==> config.mk <==
export PLATFORM = sky130hd
export DESIGN_NAME = board_pixel_gen_flat
export DESIGN_NICKNAME = d
export VERILOG_FILES = /design/src/rtl/tetris_pkg.sv /design/src/rtl/board_pixel_gen_if.sv /design/src/rtl/board_ram.sv /design/src/rtl/board_pixel_gen.sv /design/src/flat_wrapper.sv
export SDC_FILE = /design/constraint.sdc
export NUM_CORES = 1
export LEC_CHECK = 0
export CAP_MARGIN = 20
export CORE_ASPECT_RATIO = 1.75
export CORE_MARGIN = 2
export CORE_UTILIZATION = 45
export CTS_CLUSTER_SIZE = 16
export DETAILED_ROUTE_END_ITERATION = 6
export PLACE_DENSITY = 0.7
export SYNTH_ARGS = -nofsm -noshare
export SYNTH_HDL_FRONTEND = slang
export SYNTH_SLANG_ARGS = --single-unit
==> constraint.sdc <==
create_clock -name clock -period 6.7 [get_ports clock]
set_clock_uncertainty 0.05 [all_clocks]
set_input_delay 0.67 -clock clock [delete_from_list [all_inputs] [get_ports clock]]
set_output_delay 0.67 -clock clock [all_outputs]
set_load 0.01 [all_outputs]
==> src/rtl/tetris_pkg.sv <==
// Shared board geometry, colour codes, palette and clear-sequencer state type
// for the board pixel generator and its cell storage.
package tetris_pkg;

  localparam int BOARD_ROWS  = 20;
  localparam int BOARD_COLS  = 10;
  localparam int CELL_PX     = 24;
  localparam int BOARD_CELLS = BOARD_ROWS * BOARD_COLS;
  localparam int ADDR_W      = 8;

  typedef enum logic [2:0] {
    C_EMPTY   = 3'd0,
    C_RED     = 3'd1,
    C_ORANGE  = 3'd2,
    C_YELLOW  = 3'd3,
    C_GREEN   = 3'd4,
    C_BLUE    = 3'd5,
    C_CYAN    = 3'd6,
    C_MAGENTA = 3'd7
  } color_t;

  // Entry 0 sits in the least significant 24 bits.
  localparam logic [7:0][23:0] PALETTE = {
    24'hFF00FF, 24'h00FFFF, 24'h0000FF, 24'h00FF00,
    24'hFFFF00, 24'hFFA500, 24'hFF0000, 24'h000000
  };

  localparam logic [23:0] OFF_BOARD_RGB = 24'h404040;
  localparam logic [23:0] GRID_RGB      = 24'h202020;

  typedef enum logic {
    CLR_IDLE = 1'b0,
    CLR_RUN  = 1'b1
  } clr_state_t;

  // Row-major linear cell index.
  function automatic logic [ADDR_W-1:0] cell_addr(input logic [4:0] row,
                                                  input logic [3:0] col);
    return ADDR_W'(row) * ADDR_W'(BOARD_COLS) + ADDR_W'(col);
  endfunction

  function automatic logic [23:0] palette_rgb(input color_t c);
    return PALETTE[c];
  endfunction

endpackage

==> src/rtl/board_pixel_gen_if.sv <==
// Game-logic cell write channel into the board pixel generator.
interface board_pixel_gen_if;
   // A write transfers on a rising edge where wr_valid and wr_ready are both
   // high; wr_row/wr_col/wr_color are held stable while wr_valid is high, and
   // wr_ready does not depend on wr_valid.
   logic       wr_valid;
   logic [4:0] wr_row;
   logic [3:0] wr_col;
   logic [2:0] wr_color;
   logic       wr_ready;

   modport master (
      output wr_valid, wr_row, wr_col, wr_color,
      input  wr_ready
   );

   modport slave (
      input  wr_valid, wr_row, wr_col, wr_color,
      output wr_ready
   );
endinterface

==> src/rtl/board_ram.sv <==
// 20x10 board of 3-bit cells with one write port, one registered read port
// and a sequencer that zeroes the board one cell per cycle.
module board_ram
   import tetris_pkg::*;
(
   input  logic              clock,
   input  logic              reset,
   input  logic              clear_start,
   input  logic              wr_en,
   input  logic [4:0]        wr_row,
   input  logic [3:0]        wr_col,
   input  color_t            wr_color,
   input  logic [ADDR_W-1:0] rd_addr,
   output color_t            rd_data,
   output logic              busy,
   output clr_state_t        state
);

   color_t            cells [BOARD_CELLS];
   clr_state_t        state_q, state_d;
   logic [ADDR_W-1:0] clr_addr_q, clr_addr_d;
   logic              clr_we;
   logic              wr_hit;
   logic [ADDR_W-1:0] wr_addr;

   always_comb begin
      state_d    = state_q;
      clr_addr_d = clr_addr_q;
      clr_we     = 1'b0;
      case (state_q)
         CLR_IDLE: begin
            if (clear_start) begin
               state_d    = CLR_RUN;
               clr_addr_d = '0;
            end
         end
         CLR_RUN: begin
            clr_we = 1'b1;
            if (clr_addr_q == ADDR_W'(BOARD_CELLS - 1)) state_d = CLR_IDLE;
            else clr_addr_d = clr_addr_q + 1'b1;
         end
         default: state_d = CLR_IDLE;
      endcase
   end

   // A clear request wins over a same-cycle write; off-board writes are dropped.
   assign wr_addr = cell_addr(wr_row, wr_col);
   assign wr_hit  = wr_en && (state_q == CLR_IDLE) && !clear_start &&
                    (wr_row < 5'(BOARD_ROWS)) && (wr_col < 4'(BOARD_COLS));

   always_ff @(posedge clock) begin
      if (reset) begin
         state_q    <= CLR_IDLE;
         clr_addr_q <= '0;
         rd_data    <= C_EMPTY;
         for (int i = 0; i < BOARD_CELLS; i++) cells[i] <= C_EMPTY;
      end else begin
         state_q    <= state_d;
         clr_addr_q <= clr_addr_d;
         // Read samples the pre-write contents, so a same-cycle collision sees old data.
         rd_data    <= (rd_addr < ADDR_W'(BOARD_CELLS)) ? cells[rd_addr] : C_EMPTY;
         if (clr_we) cells[clr_addr_q] <= C_EMPTY;
         else if (wr_hit) cells[wr_addr] <= wr_color;
      end
   end

   assign busy  = (state_q == CLR_RUN);
   assign state = state_q;

endmodule

==> src/rtl/board_pixel_gen.sv <==
// Board pixel generator: maps a pixel to a board cell, reads it and runs the
// palette with a fixed two-cycle latency. Define BOARD_GRID_EN for grid lines.
module board_pixel_gen
   import tetris_pkg::*;
#(
   parameter int BOARD_X0 = 200,
   parameter int BOARD_Y0 = 0
) (
   input  logic              clock,
   input  logic              reset,
   input  logic [9:0]        pix_x,
   input  logic [9:0]        pix_y,
   input  logic              pix_valid,
   board_pixel_gen_if.slave  wr,
   input  logic              clear_start,
   output logic              busy,
   output logic [7:0]        RED,
   output logic [7:0]        GREEN,
   output logic [7:0]        BLUE,
   output logic              vga_blank,
   output clr_state_t        clear_state
);

   int                dx, dy;
   logic              in_board;
   logic [7:0]        dx_px;
   logic [8:0]        dy_px;
   logic [3:0]        col;
   logic [4:0]        row;
   logic [ADDR_W-1:0] rd_addr;
   color_t            rd_cell;
   logic              s1_valid, s1_in_board;
   logic [23:0]       pixel_rgb, rgb_q;
   logic              blank_q;
`ifdef BOARD_GRID_EN
   logic              on_grid, s1_grid;
`endif

   always_comb begin
      dx       = int'(pix_x) - BOARD_X0;
      dy       = int'(pix_y) - BOARD_Y0;
      in_board = (dx >= 0) && (dx < BOARD_COLS * CELL_PX) &&
                 (dy >= 0) && (dy < BOARD_ROWS * CELL_PX);
      // Once in-board, the offsets fit in 8 and 9 bits.
      dx_px    = dx[7:0];
      dy_px    = dy[8:0];
      col      = 4'(dx_px / 8'(CELL_PX));
      row      = 5'(dy_px / 9'(CELL_PX));
      rd_addr  = in_board ? cell_addr(row, col) : '0;
   end

`ifdef BOARD_GRID_EN
   assign on_grid = (dx_px % 8'(CELL_PX) == 8'd0) || (dy_px % 9'(CELL_PX) == 9'd0);
`endif

   assign wr.wr_ready = ~busy;

   board_ram u_board_ram (
      .clock       (clock),
      .reset       (reset),
      .clear_start (clear_start),
      .wr_en       (wr.wr_valid & wr.wr_ready),
      .wr_row      (wr.wr_row),
      .wr_col      (wr.wr_col),
      .wr_color    (color_t'(wr.wr_color)),
      .rd_addr     (rd_addr),
      .rd_data     (rd_cell),
      .busy        (busy),
      .state       (clear_state)
   );

   always_comb begin
      pixel_rgb = 24'h000000;
      if (s1_valid) begin
         if (!s1_in_board) pixel_rgb = OFF_BOARD_RGB;
`ifdef BOARD_GRID_EN
         else if (s1_grid) pixel_rgb = GRID_RGB;
`endif
         else pixel_rgb = palette_rgb(rd_cell);
      end
   end

   always_ff @(posedge clock) begin
      if (reset) begin
         s1_valid    <= 1'b0;
         s1_in_board <= 1'b0;
`ifdef BOARD_GRID_EN
         s1_grid     <= 1'b0;
`endif
         rgb_q       <= '0;
         blank_q     <= 1'b0;
      end else begin
         s1_valid    <= pix_valid;
         s1_in_board <= in_board;
`ifdef BOARD_GRID_EN
         s1_grid     <= on_grid;
`endif
         rgb_q       <= pixel_rgb;
         blank_q     <= s1_valid;
      end
   end

   assign RED       = rgb_q[23:16];
   assign GREEN     = rgb_q[15:8];
   assign BLUE      = rgb_q[7:0];
   assign vga_blank = blank_q;

endmodule
==> src/flat_wrapper.sv <==
// flat-port wrapper written by rule: the top's interface ports become plain ports
module board_pixel_gen_flat import tetris_pkg::*;
#(
   parameter int BOARD_X0 = 200,
   parameter int BOARD_Y0 = 0
)
  (clock, reset, pix_x, pix_y, pix_valid, clear_start, busy, RED, GREEN, BLUE, vga_blank, clear_state, wr_wr_valid, wr_wr_row, wr_wr_col, wr_wr_color, wr_wr_ready);
  board_pixel_gen_if wr_i ();
  input  logic clock;
  input  logic reset;
  input  logic [9:0] pix_x;
  input  logic [9:0] pix_y;
  input  logic pix_valid;
  input  logic clear_start;
  output logic busy;
  output logic [7:0] RED;
  output logic [7:0] GREEN;
  output logic [7:0] BLUE;
  output logic vga_blank;
  output clr_state_t clear_state;
  input wire logic [$bits(wr_i.wr_valid)-1:0] wr_wr_valid;
  input wire logic [$bits(wr_i.wr_row)-1:0] wr_wr_row;
  input wire logic [$bits(wr_i.wr_col)-1:0] wr_wr_col;
  input wire logic [$bits(wr_i.wr_color)-1:0] wr_wr_color;
  output wire logic [$bits(wr_i.wr_ready)-1:0] wr_wr_ready;
  assign wr_i.wr_valid = wr_wr_valid;
  assign wr_i.wr_row = wr_wr_row;
  assign wr_i.wr_col = wr_wr_col;
  assign wr_i.wr_color = wr_wr_color;
  assign wr_wr_ready = wr_i.wr_ready;
  board_pixel_gen #(.BOARD_X0(BOARD_X0), .BOARD_Y0(BOARD_Y0)) u_core (.clock(clock), .reset(reset), .pix_x(pix_x), .pix_y(pix_y), .pix_valid(pix_valid), .wr(wr_i), .clear_start(clear_start), .busy(busy), .RED(RED), .GREEN(GREEN), .BLUE(BLUE), .vga_blank(vga_blank), .clear_state(clear_state));
endmodule
==> metrics.yaml <==
met3_usage_pct: 9.62
min_from: "u_core.s1_in_board"
ys_ff_latch: 758
nNetsFinal: 3474
rows: 137
cp-end-kind: "register"
grt_usage_pct: 34.5
initial_utilization_pct: 45.3
numCtsBuffers: 68
cp.arrival_ps: 6510
clkLatencyLatePin_ps: 680
cap_violations: 0
via_count: 29100
grtUsageMet2_pct: 56.2
worstPathCellList: "clkdlybuf4s50_1 -> inv_1 -> ha_1 -> nand2b_1 -> or4_4 -> a31oi_4 -> or2_2 -> o22ai_1 -> ha_1 -> fa_2 -> nand2_1 -> a21oi_1 -> nand2_2 -> buf_12 -> nor2_1 -> o311ai_0 -> buf_4 -> a2111oi_0 -> a211oi_1 -> a41o_1 -> o32ai_1"
wl_um: 143000
setup_viol: 0
post-route-min-period_ps: 6020
rsz0062_at_grt: "no"
max_stage_delay_ps: 600
tightest_slew_ps: 1220
crit_buf_inv: 4
synthFlopType: "edfxtp_1"
status: "finished with violations"
ys_warn_count: 0
yosysTopAreaCell: "edfxtp_1"
met1_usage_pct: 35.4
cts.htree.levels: 3
reg2reg_from: "u_core.u_board_ram.busy"
power_w: 0.0109
synth.most_common_cell: "edfxtp_1"
dpl.hpwl_um: 97100
drc: 1
ir_drop_mv: 0.190
cts.sinks: 758
critPathRequiredTime_ps: 7200
drive_above_1_share_pct: 9.42
syn_inst: 3413
synth_area_um2: 36100
die_width_um: 218
synth_nets: 3476
final_cells: 4510
crit_path_start: "pix_x[4]"
drt_iter0_drc: 4323
tns_ps: 0
first_global_vias: 27500
cpLargestDelayFamily: "compound AO/OA/AOI/OAI gates"
path_clk_slew_ps: 70
seqCellArea_um2: 22500
io_pins: 65
fmax_ghz: 0.166
grt_overflow_total: 0
top_usage_layer: "met2"
post_cts_buffers: 0
synth_top_cells_by_count: "edfxtp_1, nor2_1, nand2_1"
grt_max_degree: 101
dp.cells: 4378
port-buffer-count: 61
hold_violations: 0
drtPass1Iterations: 7
yosysTopAreaCellShare_pct: 61.1
pwr_density_cell_nw_per_um2: 268
critical_path_class: "in2reg"
syn-mean-instance-area_um2: 10.6
dp_slack_ps: 282
finalWorstSetupSlack_ps: 683
relSlewSlack_pct: 18.8
drv_slew: 0
fp.dieH_um: 379
gp_congestion: 1.03
wl_per_cell_um: 31.6
violations: "design-rule violations"
synth_edf_count: 736
grt_pass1_wl_um: 197000
p_leak_nw: 13.8
multiInputGateArea_um2: 12200
cts_hold_buf: 0
clk_path_buf_depth: 3
num-fill-cells: 7029
grt_antenna_before_repair: 12
layout-area-overhead-vs-synth_pct: 12.3
viasPerCell: 6.46
dieArea_um2: 82700
netlist_top_cells_area: "edfxtp_1, nor2_1, nand2_1"
cts_resized: 0
synth.distinct_cells: 85
cpMostUsedCell: "ha_1"
crit_path_max_fanout: 34
cts_tree: "yes"
crit_path_start_kind: "input pin"
antenna_left: 0
critical_path.slowest_cell: "a2111oi_0"
ys_seq_area_share_pct: 62.4
hp-class: "reg2reg"
period_share_pct: 89.8
cts-root-buf: "clkbuf_16"
async_flop_share_pct: 0
fp.coreArea_um2: 79700
## cell families (layout without fill, tap and decap cells)
| kind of cell | count (synthesis) | count (layout) | share of synthesized area [%] |
|---|---|---|---|
| multiplexers | 157 | 157 | 4.49 |
| other | 0 | 8 | 0 |
| adder cells (fa/ha/maj) | 26 | 26 | 0.983 |
| AND/OR/NAND/NOR | 1520 | 1520 | 17.3 |
| flip-flops | 758 | 758 | 62.4 |
| AO/OA/AOI/OAI | 597 | 597 | 10.4 |
| XOR/XNOR | 19 | 19 | 0.460 |
| buffers and inverters | 336 | 383 | 3.98 |
## state kept, by name (all words and copies together) (netlist names)
signal,count
u_core.vga_blank,1
u_core.s1_in_board,1
u_core.u_board_ram.busy,1
u_core.rgb_q,7
u_core.u_board_ram.clr_addr_q,8
u_core.u_board_ram.rd_data,3
u_core.u_board_ram.cells,736
u_core.s1_valid,1
## stage by stage
| step | hold WS [ps] | util [%] | instance area (um2) |
|---|---|---|---|
| floorplan | 397 | - | 36100 |
| finish | 460 | 50.9 | 40600 |
| global route | 475 | 50.9 | 40600 |
| detailed placement | 444 | 48.1 | 38300 |
| global placement | 434 | 48.1 | 38300 |
| CTS | 459 | 50.8 | 40500 |
## where the power goes
group / total [W] / switching, W / internal, W
Clock: 0.00392 / 0.00182 / 0.00210
Sequential: 0.00535 / 0.0000500 / 0.00530
Combinational: 0.00160 / 0.00113 / 0.000462
Total: 0.0109 / 0.00300 / 0.00786
## area by class of cell
cell class / instances / share of cell area, %
repair buffers: 245 / 5.60
inverters: 19 / 0.182
clock buffers: 88 / 4.38
multi-input cells: 2319 / 30.2
diodes: 8 / 0.0493
flip-flops and latches: 758 / 55.5
clock inverters: 31 / 0.897
well taps: 1042 / 3.21
## final timing paths
check / slack [ps] / endpoint / depth (start not counted)
setup / recovery: 680 / u_core.u_board_ram.rd_data[1] / 21
hold / removal: 460 / u_core.rgb_q[14] / 1
setup reg to reg: 2110 / u_core.u_board_ram.cells[147][1] / 8
hold reg to reg: 460 / u_core.rgb_q[14] / 1
## cell usage in the layout, fill, tap and decap left out, types with 12 or more instances in the layout
| cell type | netlist | layout |
|---|---|---|
| mux2i_1 | 144 | 144 |
| a31oi_1 | 47 | 47 |
| clkbuf_1 | 237 | 20 |
| clkdlybuf4s50_1 | 0 | 61 |
| o211ai_1 | 12 | 12 |
| clkbuf_16 | 0 | 68 |
| o221ai_1 | 14 | 14 |
| o21ai_0 | 243 | 243 |
| dfxtp_1 | 22 | 22 |
| a21oi_1 | 85 | 85 |
| buf_4 | 26 | 161 |
| buf_12 | 0 | 18 |
| a311oi_1 | 14 | 14 |
| xnor2_1 | 12 | 12 |
| nor3_1 | 34 | 32 |
| nand3_1 | 101 | 100 |
| a32oi_1 | 17 | 17 |
| inv_1 | 18 | 17 |
| a211oi_1 | 15 | 15 |
| edfxtp_1 | 736 | 736 |
| nor2_1 | 730 | 727 |
| nor4_1 | 13 | 13 |
| nand2_2 | 1 | 13 |
| and3_1 | 31 | 31 |
| ha_1 | 22 | 22 |
| nor2b_1 | 15 | 15 |
| o22ai_1 | 42 | 42 |
| nand4_1 | 19 | 19 |
| nand2_1 | 521 | 508 |
| nand2b_1 | 14 | 14 |
## per-layer routing
layer  up-vias  share of wire, %  routed length (um)
met5         -             0.055                  78
met4        12                12               16500
met3       658                11               15300
met2      2228                48               67900
met1     14000                30               42800
li1      12200                 -                   -
## worst reg2reg max path: stages (launching register included)
cell	delay [ps]
dfxtp_1	440
nor4b_1	380
nand3_1	490
inv_1	460
mux2i_1	450
nor2b_1	420
nand2_2	620
buf_4	470
o21ai_0	440
Power figures use the tool's default switching activity.
